$ cat config.mk
export PLATFORM = sky130hd
export DESIGN_NAME = dut_regbank
export DESIGN_NICKNAME = d
export VERILOG_FILES = /design/src/rtl/dut_regbank.sv
export SDC_FILE = /design/constraint.sdc
export NUM_CORES = 1
export LEC_CHECK = 0
export CAP_MARGIN = 10
export CORE_MARGIN = 4
export CORE_UTILIZATION = 32
export CTS_BUF_LIST = sky130_fd_sc_hd__clkbuf_8
export DETAILED_ROUTE_END_ITERATION = 8
export HOLD_SLACK_MARGIN = 0.1
export PLACE_DENSITY = 0.58
export SLEW_MARGIN = 25
export SYNTH_ARGS = -nofsm -noshare
export SYNTH_HDL_FRONTEND = slang
export SYNTH_SLANG_ARGS = --single-unit
$ cat constraint.sdc
create_clock -name clk -period 2.2 [get_ports clk]
set_input_delay 0.44 -clock clk [delete_from_list [all_inputs] [get_ports clk]]
set_output_delay 0.44 -clock clk [all_outputs]
set_load 0.1 [all_outputs]
$ cat src/rtl/dut_regbank.sv
// Register bank slave with a programmable wait-state handshake, out-of-range error
// flagging and a saturating write counter. Optional byte strobes: REG_WSTRB_EN.
module dut_regbank #(
  parameter int DW          = 8,
  parameter int AW          = 8,
  parameter int DEPTH       = 16,
  parameter int WAIT_CYCLES = 0,
  parameter int CW          = 16
) (
  input  logic          clk,
  input  logic          rst,
  input  logic          en,
  input  logic          wr,
  input  logic [AW-1:0] addr,
  input  logic [DW-1:0] wdata,
`ifdef REG_WSTRB_EN
  input  logic [DW/8-1:0] wstrb,
`endif
  output logic          ready,
  output logic [DW-1:0] rdata,
  output logic          rvalid,
  output logic          wack,
  output logic          err,
  output logic [CW-1:0] wr_count
);

  localparam int IW = (DEPTH > 1) ? $clog2(DEPTH) : 1;
  localparam logic [7:0] WLOAD = (WAIT_CYCLES > 0) ? 8'(WAIT_CYCLES - 1) : 8'd0;

  typedef enum logic [1:0] {IDLE, WAIT, RESP} state_t;

  state_t        state, state_n;
  logic [DW-1:0] mem [DEPTH];
  logic          wr_q;
  logic [AW-1:0] addr_q;
  logic [DW-1:0] wdata_q;
  logic [7:0]    wcnt;
  logic          accept;
  logic          cur_wr;
  logic [AW-1:0] cur_addr;
  logic          cur_hit;
  logic          hit_q;
`ifdef REG_WSTRB_EN
  logic [DW/8-1:0] wstrb_q;
`endif

  function automatic logic in_range(input logic [AW-1:0] a);
    return {1'b0, a} < (AW+1)'(DEPTH);
  endfunction

  always_comb begin
    state_n = state;
    accept  = en && ready && (state == IDLE);
    case (state)
      IDLE:    if (accept) state_n = (WAIT_CYCLES > 0) ? WAIT : RESP;
      WAIT:    if (wcnt == 8'd0) state_n = RESP;
      RESP:    state_n = IDLE;
      default: state_n = IDLE;
    endcase
    // With zero wait states RESP is entered straight from the accept edge, so the
    // response is formed from the live bus rather than the not-yet-latched copy.
    cur_wr   = accept ? wr   : wr_q;
    cur_addr = accept ? addr : addr_q;
    cur_hit  = in_range(cur_addr);
    hit_q    = in_range(addr_q);
  end

  always_ff @(posedge clk) begin
    if (rst) begin
      state    <= IDLE;
      ready    <= 1'b1;
      rdata    <= '0;
      rvalid   <= 1'b0;
      wack     <= 1'b0;
      err      <= 1'b0;
      wr_count <= '0;
      wcnt     <= '0;
      wr_q     <= 1'b0;
      addr_q   <= '0;
      wdata_q  <= '0;
`ifdef REG_WSTRB_EN
      wstrb_q  <= '0;
`endif
      for (int unsigned i = 0; i < DEPTH; i++) mem[i] <= '0;
    end else begin
      state <= state_n;
      ready <= (state_n == IDLE);

      if (accept) begin
        wr_q    <= wr;
        addr_q  <= addr;
        wdata_q <= wdata;
        wcnt    <= WLOAD;
`ifdef REG_WSTRB_EN
        wstrb_q <= wstrb;
`endif
      end else if (state == WAIT && wcnt != 8'd0) begin
        wcnt <= wcnt - 8'd1;
      end

      rvalid <= 1'b0;
      wack   <= 1'b0;
      err    <= 1'b0;
      rdata  <= '0;
      if (state_n == RESP) begin
        rvalid <= !cur_wr;
        wack   <= cur_wr;
        err    <= !cur_hit;
        if (!cur_wr && cur_hit) rdata <= mem[cur_addr[IW-1:0]];
      end

      if (state == RESP && wr_q && hit_q) begin
`ifdef REG_WSTRB_EN
        for (int unsigned i = 0; i < DW/8; i++)
          if (wstrb_q[i]) mem[addr_q[IW-1:0]][8*i +: 8] <= wdata_q[8*i +: 8];
`else
        mem[addr_q[IW-1:0]] <= wdata_q;
`endif
        if (wr_count != '1) wr_count <= wr_count + 1'b1;
      end
    end
  end

endmodule

==> results of run 1 <==
==> worst reg2reg max path, stage by stage (launching register included) <==
cell	delay, ns
dfxtp_2	0.35
and4bb_4	0.43
mux2i_4	0.35
buf_12	0.18
buf_16	0.16
mux2i_1	0.29
a22oi_1	0.13
nand3_1	0.11
o21ai_1	0.06
==> repair_timing <==
item                                    4_1_cts  5_1_grt
pin swaps                                     0        4
setup buffers                                 0        5
gates resized for setup                       5       37
gates cloned                                  0        2
endpoints found under the setup margin        4       42
==> state kept, by name, summed over array words and instances, names as in the netlist <==
| name | cells |
|---|---|
| mem | 128 |
| wr_count | 16 |
| addr_q | 8 |
| rdata | 8 |
| wcnt | 8 |
| wdata_q | 8 |
| state | 2 |
| err | 1 |
| ready | 1 |
| rvalid | 1 |
| wack | 1 |
| wr_q | 1 |
==> synthesized netlist by cell type (2+ instances only) <==
library cell | instances | share of area
and2_1 | 129 | 0.099
edfxtp_1 | 128 | 0.47
mux2i_1 | 74 | 0.091
nor2_1 | 56 | 0.026
dfxtp_1 | 55 | 0.13
nand2_1 | 41 | 0.019
a22oi_1 | 32 | 0.029
clkbuf_1 | 18 | 0.0083
or2_2 | 16 | 0.012
nand3_1 | 13 | 0.0080
a21oi_1 | 11 | 0.0067
xor2_1 | 11 | 0.012
xnor2_1 | 10 | 0.011
nand4_1 | 7 | 0.0054
o21ai_1 | 7 | 0.0043
nor3_1 | 6 | 0.0037
buf_2 | 5 | 0.0031
inv_1 | 5 | 0.0023
buf_6 | 4 | 0.0055
buf_4 | 3 | 0.0028
ha_1 | 3 | 0.0046
nand2b_1 | 3 | 0.0023
nor2b_1 | 3 | 0.0023
nor4b_2 | 3 | 0.0055
mux2_2 | 2 | 0.0028
nand3b_1 | 2 | 0.0018
nor2_2 | 2 | 0.0015
nor4_1 | 2 | 0.0015
o21ai_0 | 2 | 0.0012
or3_1 | 2 | 0.0015
==> layer usage <==
metal / global-route usage / up-vias
li1: - / 2557
met1: 0.192 / 2555
met2: 0.224 / 94
met3: 0.0349 / 17
met4: 0.0395 / 2
met5: 0 / -
==> final cells by class <==
class / count / area (um^2)
multi-input combinational: 453 / 3220
timing repair buffer: 103 / 1010
clock buffer: 17 / 234
inverter: 5 / 18.8
sequential: 183 / 4960
clock inverter: 15 / 168
fill: 2422 / 15100
tap: 330 / 413
==> worst paths after layout <==
path	from	to	slack (ns)
min	rst	addr_q[3]$_SDFF_PP0_	0.41
max reg2reg	state[0]$_SDFF_PP0_	rdata[6]$_SDFF_PP0_	0.03
min reg2reg	wcnt[1]$_SDFFE_PP0P_	wcnt[1]$_SDFFE_PP0P_	0.53
max	state[0]$_SDFF_PP0_	rdata[6]$_SDFF_PP0_	0.03
==> power by group <==
part / total [uW] / leakage, uW / switching (uW) / internal (uW)
sequential: 3880 / 0.00177 / 107 / 3780
clock: 2360 / 0.000204 / 1320 / 1040
combinational: 844 / 0.00192 / 450 / 394
total: 7090 / 0.00390 / 1880 / 5210
==> stage by stage <==
stage / setup WS, ns / total power, uW
2_1_floorplan: -0.0251 / 4360
3_3_place_gp: -0.542 / 4710
3_5_place_dp: -0.553 / 4710
4_1_cts: 0.000105 / 7060
5_1_grt: -0.0495 / 7350
6_report: 0.0276 / 7090
==> cells by family after synthesis <==
family | after synthesis | synth area share
adders and majority gates | 3 | 0.00460
buffers and inverters | 35 | 0.0219
DFF | 183 | 0.606
muxes | 76 | 0.0935
AOI/OAI and AO/OA | 58 | 0.0491
xor gates and xnor gates | 21 | 0.0225
and+or+nand+nor | 295 | 0.202
==> reports/summary.txt, run 1 <==
Outcome: complete, no violations
Remaining max-slew budget at the tightest pin: 0.452
Clock latency at the later pin of the worst-skew pair: 0.46 ns
Initial Util: 0.325
Hold violation total from the final report: 0
Post-DP HPWL: 13400 um
Cts-stage hold buffer count: 0
Worst-case hold slack: 0.405 ns
Commonest cells after routing, fill and taps aside: and2_1 (129), edfxtp_1 (128), buf_4 (69), nor2_1 (56), mux2i_1 (55)
Number of rows in the core area: 58
Vias/cell: 4.72
PD cells: 708 nW/um^2
Core Box Area: 25100 um^2
First-pass GRT wire length: 30300 um
Post-Route M1 WL: 9350 um
Global placement routability congestion: 0.792
Setup TNS after final layout: 0 ns
Maximum number of pins on one net before global-route repair: 33
Cell count of the worst reg-to-reg path: 8
Port buffer count: 47
Clock tree from TritonCTS: yes
Routed length per instance: 17.9 um
Hold path cells: 3
Area growth from synthesis to layout: 22.8%
Number of iterations in the first detailed-routing pass: 4
# DRC: 0
Cell Count Post-Placement: 1068
Synthesized flop and latch total: 183
Nets@finish: 786
Count of mapped cells out of synthesis: 671
Chip Height: 168 um
Final instance area: 10000 um^2
Req. time, crit path: 2.55 ns
Max Cap Viol: 0
Critical path start-end classification: flip-flop to flip-flop
Net count after synthesis: 694
Routed Antenna Nets: 0
Number of flops mapped to enable cells by yosys: 128
Main synth FF type: edfxtp_1
Peak fanout along the critical path: 9
Initial antenna violation count: 1
Post-layout min period: 2.17 ns
Root buffer cell: clkbuf_8
Post-place instance area: 9350 um^2
Layout cells sized above 1: 0.244
GR Util All Layers: 0.141
Total of warnings raised by yosys: 0
Final worst clock skew: 0.0129 ns
DIE AREA: 28100 um^2
Top Ports: 48
Max-slew violation total from the final report: 0
Final global-route overflow total: 0
Part of the cycle the worst path needs: 0.987
Maximum buffer depth of the clock tree: 2
Highest ir drop seen on vdd: 0.384 mV
Total number of vias: 5225
Overall die width: 168 um
Arrival time at the worst endpoint: 2.53 ns
Critical-path cell list: and4bb_4 -> mux2i_4 -> buf_12 -> buf_16 -> mux2i_1 -> a22oi_1 -> nand3_1 -> o21ai_1
RSZ-0062 raised after global routing: true
CP startpoint kind: flip-flop
Total standard cell area after synthesis: 8160 um^2
Critical path depth in cells: 8
WL met3: 960 um
Slew @ Worst Pin: 0.821 ns
Mean cell area of the mapped netlist: 12.2 um^2
Final setup violation count: 0
Proportion of synthesized flip-flops having asynchronous set or reset: 0
Largest delay share family, worst path: multiplexers
Inserted Diodes: 0
Wire length after detailed routing: 19800 um
Buffering stage count on the worst path with inverters included: 2
Clock transition time at the flip-flop clock pins of the worst setup and hold paths: 0.10 ns
WL met2: 9240 um
TritonCTS sink count: 183
Cell leakage power: 0.00390 uW
Seq/Total Area, Yosys: 0.606
Leading cell type in the layout, fill and taps excluded: and2_1
Number of distinct library cells after synthesis: 46
Number of global-route vias before repair: 5254
Hold Crit Class: input port to flip-flop
Number of standard cells in the layout, taps in and fillers out: 1106
Highest Clock Rate: 460 MHz
Maximum single-stage delay on the critical path: 0.43 ns
CTS buffer count: 17
Max H-tree Level: 4
Standard cell with the maximum stage delay on the critical path: and4bb_4
Finished Core Util: 0.399
Critical path capture point type: flip-flop
Iteration-0 DRC count of the detailed router: 289
Max layer used: met5
Power figures use the tool's default switching activity.
==> run 2, diff against run 1 <==
--- a/config.mk
+++ b/config.mk
@@ -11,7 +11,7 @@
 export CTS_BUF_LIST = sky130_fd_sc_hd__clkbuf_8
 export DETAILED_ROUTE_END_ITERATION = 8
 export HOLD_SLACK_MARGIN = 0.1
-export PLACE_DENSITY = 0.58
+export PLACE_DENSITY = 0.46
 export SLEW_MARGIN = 25
 export SYNTH_ARGS = -nofsm -noshare
 export SYNTH_HDL_FRONTEND = slang
==> run 2 against run 1 <==
Total power is 0.29% lower. Sequential share of layout area is 0.25 points higher. Hold slack worse by 0.18 ns. Maximum frequency is 0.22% lower. Combinational power is 0.6% lower. Non-clock buffer count is 17 higher. Clock power hardly changed. Highest routed layer is now met4.
==> reports/summary.txt, run 2 (synthesized netlist as in run 1, its figures left out) <==
Post-DP HPWL: 14600 um
Arrival time at the worst endpoint: 2.54 ns
Core Box Area: 25100 um^2
FF-to-FF End: rdata[6]$_SDFF_PP0_
Chip Height: 168 um
Initial antenna violation count: 1
Req. time, crit path: 2.56 ns
Clock transition time at the flip-flop clock pins of the worst setup and hold paths: 0.10 ns
Number of standard cells in the layout, taps in and fillers out: 1123
Clock tree from TritonCTS: yes
Leading cell type in the layout, fill and taps excluded: and2_1
Inserted Diodes: 0
Wire length after detailed routing: 20700 um
Final worst clock skew: 0.0237 ns
Commonest cells after routing, fill and taps aside: and2_1 (129), edfxtp_1 (128), buf_4 (93), mux2i_1 (66), nor2_1 (56)
Number of flip-flops under the largest register name: 128
CTS buffer count: 17
Maximum buffer depth of the clock tree: 2
Routed length per instance: 18.4 um
Cell count of the worst reg-to-reg path: 8
Cell Count Post-Placement: 1084
Critical path start-end classification: input port to flip-flop
Register containing the most flip-flops in the final layout: mem
Cell leakage power: 0.00397 uW
Slew @ Worst Pin: 0.845 ns
PD cells: 709 nW/um^2
Peak fanout along the critical path: 19
Reg-to-reg startpoint: state[0]$_SDFF_PP0_
RSZ-0062 raised after global routing: true
Final instance area: 9970 um^2
Outcome: complete, no violations
Vias/cell: 4.72
Nets@finish: 803
Layout cells sized above 1: 0.237
Regs by FF count: mem: 128 flops, wr_count: 16 flops
Final global-route overflow total: 0
Root buffer cell: clkbuf_8
Max Cap Viol: 0
Port buffer count: 47
Hold Crit Class: input port to flip-flop
Number of rows in the core area: 58
Hold violation total from the final report: 0
Clock latency at the later pin of the worst-skew pair: 0.47 ns
DIE AREA: 28100 um^2
Initial Util: 0.325
End point of the critical path: rdata[6]$_SDFF_PP0_
Post-place instance area: 9430 um^2
CP startpoint kind: input port
Highest ir drop seen on vdd: 0.370 mV
Max-slew violation total from the final report: 0
Number of iterations in the first detailed-routing pass: 4
TritonCTS sink count: 183
Global placement routability congestion: 0.804
# DRC: 0
Routed Antenna Nets: 0
Hold path cells: 2
Part of the cycle the worst path needs: 0.990
Final setup violation count: 0
FILL cells: 2488
Total number of vias: 5298
Maximum number of pins on one net before global-route repair: 22
Highest Clock Rate: 459 MHz
Number of global-route vias before repair: 5667
Max H-tree Level: 4
GR Util All Layers: 0.152
First-pass GRT wire length: 32800 um
Post-layout min period: 2.18 ns
Finished Core Util: 0.397
Source of the critical timing path: en
Total power: 7070 uW
Register-to-Register Setup Slack: 0.05 ns
Top Ports: 48
Overall die width: 168 um
Iteration-0 DRC count of the detailed router: 325
Area growth from synthesis to layout: 22.2%
Remaining max-slew budget at the tightest pin: 0.436
Critical path capture point type: flip-flop
==> run 2: changes by cell type in the layout (fill, tap and decap cells not counted), moves of 5 or more <==
cell,delta
a22oi_1,+6
a22oi_2,-6
buf_4,+24
mux2i_1,+11
mux2i_2,-5
mux2i_4,-6
or2_2,-5
or2_4,+5
==> run 2: worst min-delay path by stage <==
stage	from	to	slack, ns
after floorplan	wcnt[7]$_SDFFE_PP0P_	wcnt[7]$_SDFFE_PP0P_	0.48
after global placement	wdata_q[1]$_SDFFE_PP0P_	wdata_q[1]$_SDFFE_PP0P_	0.45
after detailed placement	wdata_q[1]$_SDFFE_PP0P_	wdata_q[1]$_SDFFE_PP0P_	0.45
after CTS	rst	wr_q$_SDFF_PP0_	0.19
after global routing	rst	wr_q$_SDFF_PP0_	0.23
final	rst	wr_q$_SDFF_PP0_	0.22
==> run 2: critical path: stages <==
cell and delay, ns:
clkdlybuf4s50_1 0.50, and4bb_4 0.32, mux2i_4 0.27, buf_12 0.20, buf_16 0.20, mux2i_2 0.25
a22oi_1 0.16, nand3_1 0.11, o21ai_1 0.07
==> run 2: per-stage QoR <==
stage          setup slack (ns)  setup TNS, ns  hold WS, ns
2_1_floorplan           -0.0251        -0.0251        0.480
3_3_place_gp             -0.432          -3.21        0.446
3_5_place_dp             -0.506          -3.60        0.451
4_1_cts                 0.00736              0        0.187
5_1_grt                 -0.0355         -0.421        0.229
6_report                 0.0229              0        0.224
==> run 2: per-layer routing <==
layer	routed length, um	vias to the layer above	GRT usage	part of all wire
li1	-	2587	-	-
met1	10100	2597	0.213	0.49
met2	9660	98	0.243	0.47
met3	714	16	0.0331	0.034
met4	245	0	0.0378	0.012
met5	0	-	0	0
==> run 2: cell type report <==
cell class	count	area, um^2	area share
Tap cell	330	413	0.0414
Clock buffer	20	275	0.0276
Clock inverter	12	136	0.0137
Sequential cell	183	4960	0.497
Inverter	5	18.8	0.00188
Timing Repair Buffer	120	1050	0.105
Multi-Input combinational cell	453	3120	0.313
==> run 2: power breakdown <==
| part | total (uW) | switching [uW] | internal [uW] |
|---|---|---|---|
| clock | 2380 | 1260 | 1120 |
| sequential | 3850 | 77.3 | 3780 |
| combinational | 839 | 466 | 373 |
| total | 7070 | 1810 | 5270 |
==> run 2: what timing repair did <==
action	4_1_cts	5_1_grt
resized for setup	2	20
buffers inserted	0	7
hold buffers	0	0
endpoints found under the setup margin	9	84
